===== src/rtl/prog_loader.sv =====
// prog_loader: boot-time byte-stream loader for the 16-bit MIPS core's instruction memory.
// It assembles big-endian 16-bit words from a valid/ready byte stream and writes them to
// the imem load port. The core is held in cpu_reset until a complete image has been written.
// Optional feature macro: PROG_LOADER_CHECKSUM_EN. When defined, the loader expects a trailing
// XOR checksum byte over all data bytes and checks it against the received data.
module prog_loader #(
    parameter int unsigned ADDR_W    = 8,
    parameter int unsigned MAX_WORDS = 256
) (
    input  logic              clk,
    input  logic              reset,
    input  logic              rx_valid,
    input  logic [7:0]        rx_data,
    output logic              rx_ready,
    input  logic              load_req,
    output logic              imem_we,
    output logic [ADDR_W-1:0] imem_addr,
    output logic [15:0]       imem_wdata,
    output logic              cpu_reset,
    output logic              done,
    output logic              err
);

    localparam int unsigned CNT_W = 16;

    localparam logic [2:0] HDR_HI  = 3'd0;
    localparam logic [2:0] HDR_LO  = 3'd1;
    localparam logic [2:0] DATA_HI = 3'd2;
    localparam logic [2:0] DATA_LO = 3'd3;
`ifdef PROG_LOADER_CHECKSUM_EN
    localparam logic [2:0] CHK     = 3'd4;
`endif
    localparam logic [2:0] RUN     = 3'd5;
    localparam logic [2:0] ERROR   = 3'd6;

    // Image-complete target: CHK when a checksum byte follows, otherwise straight to RUN.
`ifdef PROG_LOADER_CHECKSUM_EN
    localparam logic [2:0] IMG_END = CHK;
`else
    localparam logic [2:0] IMG_END = RUN;
`endif

    logic [2:0]        state_q, state_d;
    logic [CNT_W-1:0]  count_q, count_d;
    logic [ADDR_W-1:0] idx_q, idx_d;
    logic [7:0]        hi_q, hi_d;
`ifdef PROG_LOADER_CHECKSUM_EN
    logic [7:0]        chk_q, chk_d;
`endif

    logic              we_d;
    logic [ADDR_W-1:0] addr_d;
    logic [15:0]       wdata_d;
    logic              rx_ready_d;
    logic              cpu_reset_d;
    logic              done_d;
    logic              err_d;

    logic              accept;
    logic [CNT_W-1:0]  n_new;
    logic [ADDR_W-1:0] last_idx;

    assign accept   = rx_valid && rx_ready;
    assign n_new    = {count_q[15:8], rx_data};
    assign last_idx = ADDR_W'(count_q - 16'd1);

    // State and datapath registers, plus the registered outputs.
    always_ff @(posedge clk or negedge reset) begin
        if (!reset) begin
            state_q    <= HDR_HI;
            count_q    <= '0;
            idx_q      <= '0;
            hi_q       <= '0;
`ifdef PROG_LOADER_CHECKSUM_EN
            chk_q      <= '0;
`endif
            imem_we    <= 1'b0;
            imem_addr  <= '0;
            imem_wdata <= '0;
            rx_ready   <= 1'b1;
            cpu_reset  <= 1'b1;
            done       <= 1'b0;
            err        <= 1'b0;
        end else begin
            state_q    <= state_d;
            count_q    <= count_d;
            idx_q      <= idx_d;
            hi_q       <= hi_d;
`ifdef PROG_LOADER_CHECKSUM_EN
            chk_q      <= chk_d;
`endif
            imem_we    <= we_d;
            imem_addr  <= addr_d;
            imem_wdata <= wdata_d;
            rx_ready   <= rx_ready_d;
            cpu_reset  <= cpu_reset_d;
            done       <= done_d;
            err        <= err_d;
        end
    end

    // Next-state, datapath and next-output logic; load_req overrides any byte acceptance.
    always_comb begin
        state_d = state_q;
        count_d = count_q;
        idx_d   = idx_q;
        hi_d    = hi_q;
`ifdef PROG_LOADER_CHECKSUM_EN
        chk_d   = chk_q;
`endif
        we_d    = 1'b0;
        addr_d  = imem_addr;
        wdata_d = imem_wdata;

        if (load_req) begin
            state_d = HDR_HI;
            idx_d   = '0;
`ifdef PROG_LOADER_CHECKSUM_EN
            chk_d   = '0;
`endif
        end else if (accept) begin
            case (state_q)
                HDR_HI: begin
                    count_d[15:8] = rx_data;
                    state_d       = HDR_LO;
                end
                HDR_LO: begin
                    count_d = n_new;
                    idx_d   = '0;
                    if (n_new == 16'd0) begin
                        state_d = IMG_END;
                    end else if (n_new > 16'(MAX_WORDS)) begin
                        state_d = ERROR;
                    end else begin
                        state_d = DATA_HI;
                    end
                end
                DATA_HI: begin
                    hi_d    = rx_data;
`ifdef PROG_LOADER_CHECKSUM_EN
                    chk_d   = chk_q ^ rx_data;
`endif
                    state_d = DATA_LO;
                end
                DATA_LO: begin
                    we_d    = 1'b1;
                    addr_d  = idx_q;
                    wdata_d = {hi_q, rx_data};
                    idx_d   = idx_q + ADDR_W'(1);
`ifdef PROG_LOADER_CHECKSUM_EN
                    chk_d   = chk_q ^ rx_data;
`endif
                    state_d = (idx_q == last_idx) ? IMG_END : DATA_HI;
                end
`ifdef PROG_LOADER_CHECKSUM_EN
                CHK: begin
                    state_d = (rx_data == chk_q) ? RUN : ERROR;
                end
`endif
                default: begin
                    state_d = state_q;
                end
            endcase
        end

        rx_ready_d  = (state_d != RUN) && (state_d != ERROR);
        cpu_reset_d = (state_d != RUN);
        done_d      = (state_d == RUN);
        err_d       = (state_d == ERROR);
    end

endmodule


===== config.mk =====
export PLATFORM = sky130hd
export DESIGN_NAME = prog_loader
export DESIGN_NICKNAME = d
export VERILOG_FILES = /design/src/rtl/prog_loader.sv
export SDC_FILE = /design/constraint.sdc
export NUM_CORES = 1
export LEC_CHECK = 0
export CAP_MARGIN = 20
export CORE_MARGIN = 2
export CORE_UTILIZATION = 35
export DETAILED_ROUTE_END_ITERATION = 8
export GPL_TIMING_DRIVEN = 0
export PLACE_DENSITY_LB_ADDON = 0.25
export SYNTH_ARGS = -nofsm -noshare
export SYNTH_HDL_FRONTEND = slang
export SYNTH_SLANG_ARGS = --single-unit

===== constraint.sdc =====
create_clock -name clk -period 2.9 [get_ports clk]
set_input_delay 0.435 -clock clk [delete_from_list [all_inputs] [get_ports clk]]
set_output_delay 0.435 -clock clk [all_outputs]
set_load 0.005 [all_outputs]

==> results of run 1 <==
critical path, stage by stage:
cell             delay, ps
clkdlybuf4s50_1        470
and3b_1                150
clkbuf_1               250
and2_1                 170
clkbuf_1               270
and3_1                 460
buf_4                  280
mux2_1                 340
logic make-up (layout without fill, tap and decap cells):
| family | after synthesis | in the layout | synth area share |
|---|---|---|---|
| simple gates | 67 | 67 | 0.122 |
| flops | 64 | 64 | 0.541 |
| mux | 48 | 48 | 0.182 |
| compound gates | 32 | 32 | 0.0807 |
| buf+inv | 20 | 74 | 0.0308 |
| xor+xnor | 12 | 12 | 0.0355 |
| fa+ha+maj | 2 | 2 | 0.00844 |
sequential cells by signal (all words and copies together), names as in the netlist:
register,cells
count_q,16
cpu_reset,1
err,1
done,1
rx_ready,1
state_q,3
hi_q,8
imem_wdata,16
imem_we,1
imem_addr,8
idx_q,8
final timing paths:
kind | end | cells past startpoint
worst max-delay path | imem_wdata[14]$_DFFE_PN0P_ | 8
min in group clk | imem_addr[0]$_DFFE_PN0P_ | 1
worst min-delay path | imem_wdata[15]$_DFFE_PN0P_ | 1
max in group asynchronous | count_q[9]$_DFFE_PN0P_ | 1
worst min register to register | imem_addr[0]$_DFFE_PN0P_ | 1
worst max register to register | imem_wdata[14]$_DFFE_PN0P_ | 7
final cells by class:
type / count / area share
clock buffer: 11 / 0.0410
tap: 105 / 0.0356
multi-input combinational: 161 / 0.343
sequential: 64 / 0.434
inverter: 4 / 0.00407
timing repair buffer: 40 / 0.108
buffer: 15 / 0.0196
clock inverter: 4 / 0.0146
power by group through the flow:
| stage | sequential [W] | combinational (W) | clock (W) |
|---|---|---|---|
| 2_1_floorplan | 0.00116 | 0.000401 | 0 |
| 5_1_grt | 0.00119 | 0.000653 | 0.000847 |
| 3_3_place_gp | 0.00118 | 0.000572 | 0 |
| 6_report | 0.00116 | 0.000582 | 0.000785 |
| 4_1_cts | 0.00117 | 0.000590 | 0.000816 |
| 3_5_place_dp | 0.00118 | 0.000588 | 0 |
per-stage QoR:
step,setup slack [ps],cell area [um^2]
3_5_place_dp,-216,3490
2_1_floorplan,590,2960
5_1_grt,127,3690
6_report,278,3690
3_3_place_gp,-740,3490
4_1_cts,155,3700
cell usage after synthesis, types with 2 or more instances:
library cell,n
mux2_2,30
nor3_1,6
inv_1,4
nand4_1,4
a32oi_1,2
clkbuf_1,11
mux2i_1,2
o21ai_1,2
ha_1,2
xor2_1,8
or4_1,5
nand3b_1,3
xnor2_1,4
and3_1,3
buf_4,2
a21oi_1,9
nand2_1,13
dfrtp_1,62
o21ai_0,5
nand3_1,4
a31oi_1,2
mux2_1,16
nor4_1,3
nor2_1,16
a211oi_1,2
dfstp_2,2
a41o_1,2
timing repair:
action | CTS | global route
hold buffers | 0 | 0
setup endpoints to repair | 0 | 19
gates resized for setup | 0 | 0
layer usage:
metal	part of all wire	vias to the layer above	routed length, um
met3	0.046	6	266
met4	0.013	0	76
met2	0.46	48	2700
met5	0	-	0
met1	0.48	1036	2780
li1	-	984	-
==> metrics.cfg, run 1 <==
[power]
p_clk_frac = 0.310
ir_worst_vdd_uv = 422
p_sw_frac = 0.285
p_per_area_nw_per_um2 = 685
p_switching_w = 0.000721
leakagePower_nw = 1.62
total_power_w = 0.00253
p_seq_frac = 0.460
pwr-share-comb = 0.230
p_int_w = 0.00181

[clocking]
root_buffer = clkbuf_8
cts_max_level = 3
numClockSinks = 64
numCtsBuffers = 9
clkTransAtPathRegs_ps = 70
clock_path_buffers = 2
cts_tree = yes
post_cts_buffers = 0
clk_latency_ps = 340

[global_route]
top_usage_layer = met2
grt.met1_usage = 0.188
grt_max_degree = 65
globalRouteMet3Util = 0.0517
grt_overflow_total = 0
gr-usage-all-layers = 0.143
grtUsageMet2 = 0.221
grt_pass1_wl_um = 10000
antenna_found_initial = 0
grt_pass1_vias = 2072

[detailed_routing]
drc = 0
drt_pass1_iterations = 4
ant_nets = 0
wl_per_cell_um = 14.4
vias = 2074
wirelength_um = 5820
routed_via_density = 5.13
dr.first_iter.drc_count = 122

[critical_path]
critPathKind = input port to register
crit_path_end_kind = register
path_max_fanout = 10
crit_path_start = rx_valid
r2r-start = rx_ready$_DFF_PN1_
r2r_slack_ps = 300
cp_data_arrival_time_ps = 2840
cp.required_ps = 3120
start_kind = input port

[logic_synthesis]
synth.avg_cell_area_um2 = 12.1
synth_nets = 259
synth_top_area_cell = dfrtp_1
yosysWarnings = 0
ys_seq_area_frac = 0.541
synth.distinct_cells = 48
synth-seq-cells = 64
async_reset_ff_frac = 1.00
synth_cells = 245
yosys_most_used_dff = dfrtp_1
ys_top_cells_by_area = dfrtp_1, mux2_2, mux2_1, xor2_1, nor2_1
synth_top_area_share = 0.524
synth_edf_count = 0
syn-cell-area_um2 = 2960

[place]
placed_cells = 390
portBuffers = 40
dp_hpwl_um = 4000
gp_congestion = 0.805

[timing]
finalSetupViolations = 0
tightest_slew_ps = 803
max_freq_ghz = 0.381
rsz0062_at_grt = no
finClkSkew_ps = 8.66
hold_violations = 0
drv_slew = 0
hold_ws_ps = 166
finalCritPeriodShare = 0.904
fin_tns_setup_ps = 0
min_period_ps = 2620
slew-limit-headroom = 0.465

[layout]
num_antenna_cells = 0
multi_input_area_um2 = 1270
seq_area_um2 = 1600
syn_to_final_growth_pct = 24.7
final_common_cell = dfrtp_1
fillers = 783
fin_util = 0.450
layout.cells.non_filler = 404
fin_nets = 309
drive_gt1_frac = 0.191
final_cell_mix = dfrtp_1, clkdlybuf4s50_1, mux2_2, nor2_1, mux2_1

[outcome]
status = completed

[die]
die_y_um = 96.0
design.die.area_um2 = 9220
core_um2 = 8220
initial_utilization = 0.361
die_width_um = 96.0
rows = 33
ios = 41

[worst_hold_path]
hp-class = input port to asynchronous set/reset pin

[run]
max-cap-violations = 0

Note: power is estimated with default switching activity, not from simulation.
==> inputs of run 2 (changes only) <==
- CORE_ASPECT_RATIO: default -> 1.5
- CTS_BUF_LIST: default -> sky130_fd_sc_hd__clkbuf_4
- CTS_CLUSTER_DIAMETER: default -> 100
==> run 2 against run 1 <==
Against the previous run:
- final area down 1.9%
- sequential share of layout area up 0.82 points
- hold slack worse by 80 ps
- core utilization down 1.3 points
- non-clock buffer count up 1
- largest cell class unchanged
- largest power group unchanged
- highest routed layer unchanged
==> metrics.cfg, run 2 (synthesis results as in run 1) <==
[critical_path]
crit_chain = and3b_1 > clkbuf_1 > and2_1 > clkbuf_1 > and3_1 > clkbuf_1 > buf_4 > mux2_1
critPathKind = register to register
crit_path_end_kind = register
path_common_cell = clkbuf_1
cp_data_arrival_time_ps = 3040  ; +200 ps
cpPeakStageDelay_ps = 560  ; +90 ps
start_kind = register
cp.required_ps = 3210  ; +90 ps
path_max_fanout = 10  ; unchanged
critPathTopFamily = buffers and inverters
path_buf_inv = 4  ; unchanged
cpMaxStageDelayCell = dfstp_2

[detailed_routing]
ant_nets = 0  ; unchanged
vias = 2078  ; +0.19%
drt_pass1_iterations = 4  ; unchanged
drc = 0  ; unchanged
wl_per_cell_um = 15.1  ; +4.9%
wirelength_um = 6160  ; +5.9%
dr.first_iter.drc_count = 150  ; +23%
routed_via_density = 5.09  ; -0.79%

[timing]
fin_tns_setup_ps = 0  ; unchanged
finalSetupViolations = 0  ; unchanged
hold_ws_ps = 86.1  ; -80.3 ps
drv_slew = 0  ; unchanged
min_period_ps = 2730  ; +111 ps
slew-limit-headroom = 0.471  ; +0.00595
tightest_slew_ps = 794  ; -8.92 ps
finClkSkew_ps = 11.0  ; +2.33 ps
max_freq_ghz = 0.366  ; -4.1%
finalCritPeriodShare = 0.942  ; +0.0382
rsz0062_at_grt = no
hold_violations = 0  ; unchanged

[power]
p_sw_frac = 0.303  ; +0.0184
pwr-share-comb = 0.251  ; +0.021
p_seq_frac = 0.499  ; +0.039
p_per_area_nw_per_um2 = 642  ; -6.3%
p_clk_frac = 0.250  ; -0.060
total_power_w = 0.00233  ; -8.1%
ir_worst_vdd_uv = 369  ; -12%
p_switching_w = 0.000706  ; -2.1%
leakagePower_nw = 1.59  ; -1.8%
p_int_w = 0.00162  ; -10%

[die]
initial_utilization = 0.357  ; -0.00407
die_width_um = 79.1  ; -18%
rows = 41  ; +24%
ios = 41  ; unchanged
design.die.area_um2 = 9230  ; +0.17%
core_um2 = 8310  ; +1.1%
die_y_um = 117  ; +22%

[clocking]
cts_max_level = 3  ; unchanged
numCtsBuffers = 9  ; unchanged
clock_path_buffers = 2  ; unchanged
root_buffer = clkbuf_4
numClockSinks = 64  ; unchanged
cts-hold-fix-buffers = 0  ; unchanged
clk_latency_ps = 420  ; +80 ps
cts_tree = yes
post_cts_buffers = 0  ; unchanged
ctsResizeCount = 0  ; unchanged
clkTransAtPathRegs_ps = 110  ; +40 ps

[place]
placed_cells = 392  ; +0.51%
dp_hpwl_um = 4410  ; +10%
portBuffers = 40  ; unchanged
gp_congestion = 0.822  ; +2.1%

[layout]
layout.cells.non_filler = 408  ; +0.99%
num_antenna_cells = 0  ; unchanged
fillers = 828  ; +5.7%
final_cell_mix = dfrtp_1, clkdlybuf4s50_1, mux2_2, nor2_1, mux2_1
fin_util = 0.436  ; -0.0134
top_regs = count_q (16), imem_wdata (16)
drive_gt1_frac = 0.186  ; -0.00459
syn_to_final_growth_pct = 22.3
fin_nets = 310  ; +0.32%
final_common_cell = dfrtp_1

[global_route]
gr-usage-all-layers = 0.149  ; +0.00599
grt_pass1_vias = 2110  ; +1.8%
grt_max_degree = 65  ; unchanged
grt_pass1_wl_um = 10500  ; +4.3%
grt_overflow_total = 0  ; unchanged
antenna_found_initial = 0  ; unchanged

[outcome]
status = completed

[worst_hold_path]
hp-class = input port to asynchronous set/reset pin

[run]
max-cap-violations = 0  ; unchanged

[run 2: area by class of cell]
| cell class | count | area (um^2) | area share |
|---|---|---|---|
| clock inverters | 7 | 62.6 | 0.0173 |
| flip-flops and latches | 64 | 1600 | 0.443 |
| repair buffers | 40 | 398 | 0.110 |
| inverters | 4 | 15.0 | 0.00414 |
| plain buffers | 16 | 76.3 | 0.0211 |
| well taps | 107 | 134 | 0.0369 |
| multi-input cells | 161 | 1270 | 0.350 |
| clock buffers | 9 | 67.6 | 0.0186 |
[run 2: stage by stage]
step / worst slack [ps] / cell area (um^2)
4_1_cts: 173 / 3620
2_1_floorplan: 590 / 2960
5_1_grt: 28.8 / 3620
3_5_place_dp: -196 / 3490
3_3_place_gp: -728 / 3500
6_report: 167 / 3620
[run 2: power groups by stage]
stage | sequential [W] | combinational (W) | clock, W
2_1_floorplan | 0.00116 | 0.000401 | 0
3_3_place_gp | 0.00118 | 0.000572 | 0
3_5_place_dp | 0.00118 | 0.000590 | 0
4_1_cts | 0.00116 | 0.000593 | 0.000602
5_1_grt | 0.00119 | 0.000657 | 0.000634
6_report | 0.00116 | 0.000584 | 0.000581
[run 2: layer usage]
layer / up-vias / track usage / routed length (um)
met2: 48 / 0.254 / 3190
li1: 988 / - / -
met5: - / 0 / 0
met1: 1023 / 0.168 / 2520
met4: 0 / 0.0897 / 227
met3: 19 / 0.0379 / 224
[run 2: path summary, 6_finish.rpt]
path	startpoint	to	slack, ps	depth (start not counted)
worst min-delay path	reset	imem_we$_DFF_PN0_	90	1
worst max register to register	rx_ready$_DFF_PN1_	imem_wdata[8]$_DFFE_PN0P_	170	8
worst max-delay path	rx_ready$_DFF_PN1_	imem_wdata[8]$_DFFE_PN0P_	170	8
worst min register to register	imem_addr[1]$_DFFE_PN0P_	imem_addr[1]$_DFFE_PN0P_	490	1
min in group clk	imem_addr[1]$_DFFE_PN0P_	imem_addr[1]$_DFFE_PN0P_	490	1
max in group asynchronous	reset	count_q[6]$_DFFE_PN0P_	2280	1
==> inputs of run 3 (changes only) <==
- clock period: 2.9 -> 2.85 ns (I/O delays scaled with it)
==> run 3 against run 2 <==
Against the previous run:
- die area unchanged
- first-iteration DRC count is the same
- final cell count decreased by 0.25%
- count of clock-buffer cells in the layout unchanged
- hold slack worse by 8.8 ps
- sequential share of layout area hardly changed
- maximum frequency up 5.1%
- via count fell by 0.43%
- register-to-register slack better by 80 ps
- sequential power hardly changed
- clock power increased by 2%
- clock skew about the same
- largest cell class unchanged
- highest routed layer unchanged
==> metrics.cfg, run 3 (synthesis results as in run 1) <==
[detailed_routing]
vias = 2069  ; -0.43%
wirelength_um = 6150  ; -0.28%
drt_pass1_iterations = 4  ; unchanged
wl_per_cell_um = 15.1  ; about the same
ant_nets = 0  ; unchanged
dr.first_iter.drc_count = 150  ; unchanged
routed_via_density = 5.08  ; -0.19%
drc = 0  ; unchanged

[global_route]
grt_pass1_wl_um = 10500  ; unchanged
gr-usage-all-layers = 0.149  ; unchanged
grt_overflow_total = 0  ; unchanged
grt_max_degree = 65  ; unchanged
grt_pass1_vias = 2110  ; unchanged
antenna_found_initial = 0  ; unchanged

[die]
die_width_um = 79.1  ; unchanged
die_y_um = 117  ; unchanged
design.die.area_um2 = 9230  ; unchanged
initial_utilization = 0.357  ; unchanged
rows = 41  ; unchanged
ios = 41  ; unchanged
core_um2 = 8310  ; unchanged

[place]
dp_hpwl_um = 4410  ; unchanged
placed_cells = 392  ; unchanged
gp_congestion = 0.822  ; unchanged
post_dp_cell_area_um2 = 3490  ; unchanged
portBuffers = 40  ; unchanged

[layout]
final_cell_mix = dfrtp_1, clkdlybuf4s50_1, mux2_2, nor2_1, mux2_1
num_antenna_cells = 0  ; unchanged
syn_to_final_growth_pct = 22.2
layout.cells.non_filler = 407  ; -0.25%
final_cell_area_um2 = 3620  ; -0.10%
final_common_cell = dfrtp_1
fin_util = 0.436  ; -0.000452
top_regs = count_q (16), imem_wdata (16)
fin_nets = 309  ; -0.32%
drive_gt1_frac = 0.187  ; +0.000620

[clocking]
numCtsBuffers = 9  ; unchanged
cts_tree = yes
clkTransAtPathRegs_ps = 110  ; about the same
cts-hold-fix-buffers = 0  ; unchanged
post_cts_buffers = 0  ; unchanged
clk_latency_ps = 420  ; about the same
root_buffer = clkbuf_4
cts_max_level = 3  ; unchanged
numClockSinks = 64  ; unchanged
clock_path_buffers = 2  ; unchanged
ctsResizeCount = 0  ; unchanged

[timing]
finalSetupViolations = 0  ; unchanged
slew-limit-headroom = 0.469  ; -0.00129
finClkSkew_ps = 11.0  ; +0.0520 ps
max_freq_ghz = 0.385  ; +5.1%
hold_violations = 0  ; unchanged
rsz0062_at_grt = no
fin_tns_setup_ps = 0  ; unchanged
drv_slew = 0  ; unchanged
tightest_slew_ps = 796  ; +1.94 ps
finalCritPeriodShare = 0.912  ; -0.0299
min_period_ps = 2600  ; -132 ps
hold_ws_ps = 77.3  ; -8.84 ps

[critical_path]
cp_data_arrival_time_ps = 2910  ; -130 ps
critPathKind = register to register
path_max_fanout = 10  ; unchanged
r2r_slack_ps = 250  ; +80 ps
crit_path_end_kind = register
cp.required_ps = 3160  ; -50 ps
start_kind = register

[outcome]
status = completed

[power]
pwr-share-comb = 0.251  ; about the same
p_per_area_nw_per_um2 = 654  ; +1.9%
p_switching_w = 0.000719  ; +1.8%
p_clk_frac = 0.250  ; about the same
leakagePower_nw = 1.59  ; about the same
p_seq_frac = 0.499  ; about the same
p_int_w = 0.00165  ; +1.8%
ir_worst_vdd_uv = 376  ; +1.7%
p_sw_frac = 0.304  ; about the same

[worst_hold_path]
hp-class = input port to asynchronous set/reset pin

[run]
max-cap-violations = 0  ; unchanged

[run 3: path summary, 6_finish.rpt]
kind	to	cells after the start	start
max reg2reg	imem_wdata[8]$_DFFE_PN0P_	7	rx_ready$_DFF_PN1_
min reg2reg	imem_addr[1]$_DFFE_PN0P_	1	imem_addr[1]$_DFFE_PN0P_
max	imem_wdata[8]$_DFFE_PN0P_	7	rx_ready$_DFF_PN1_
min in group clk	imem_addr[1]$_DFFE_PN0P_	1	imem_addr[1]$_DFFE_PN0P_
min	imem_addr[3]$_DFFE_PN0P_	1	reset
max in group asynchronous	count_q[6]$_DFFE_PN0P_	1	reset
[run 3: metal layers]
metal  GRT usage  share of wire
met4      0.0897          0.032
met2       0.254           0.52
met3      0.0379          0.035
met5           0              0
met1       0.168           0.41
[run 3: area by class of cell]
type	count	area, um^2
well taps	107	134
plain buffers	15	72.6
repair buffers	40	398
inverters	4	15.0
flip-flops and latches	64	1600
fillers	830	4690
clock buffers	9	67.6
clock inverters	7	62.6
multi-input cells	161	1270
[run 3: power groups by stage]
stage	combinational (W)	clock, W	sequential, W
after CTS	0.000603	0.000613	0.00118
after detailed placement	0.000601	0	0.00120
final	0.000594	0.000592	0.00118
after floorplan	0.000408	0	0.00118
after global placement	0.000582	0	0.00120
after global routing	0.000669	0.000645	0.00121
[run 3: metrics by stage]
| step | power [W] | setup slack (ps) |
|---|---|---|
| after floorplan | 0.00159 | 540 |
| after global placement | 0.00178 | -770 |
| after detailed placement | 0.00180 | -238 |
| after CTS | 0.00240 | 123 |
| after global routing | 0.00252 | 109 |
| final | 0.00237 | 250 |
[run 3: critical path: stages (launching register included)]
cell and delay [ps]:
dfstp_2 560, and3b_1 150, clkbuf_1 240, and2_1 170
clkbuf_1 310, and3_1 430, buf_4 270, mux2_1 340
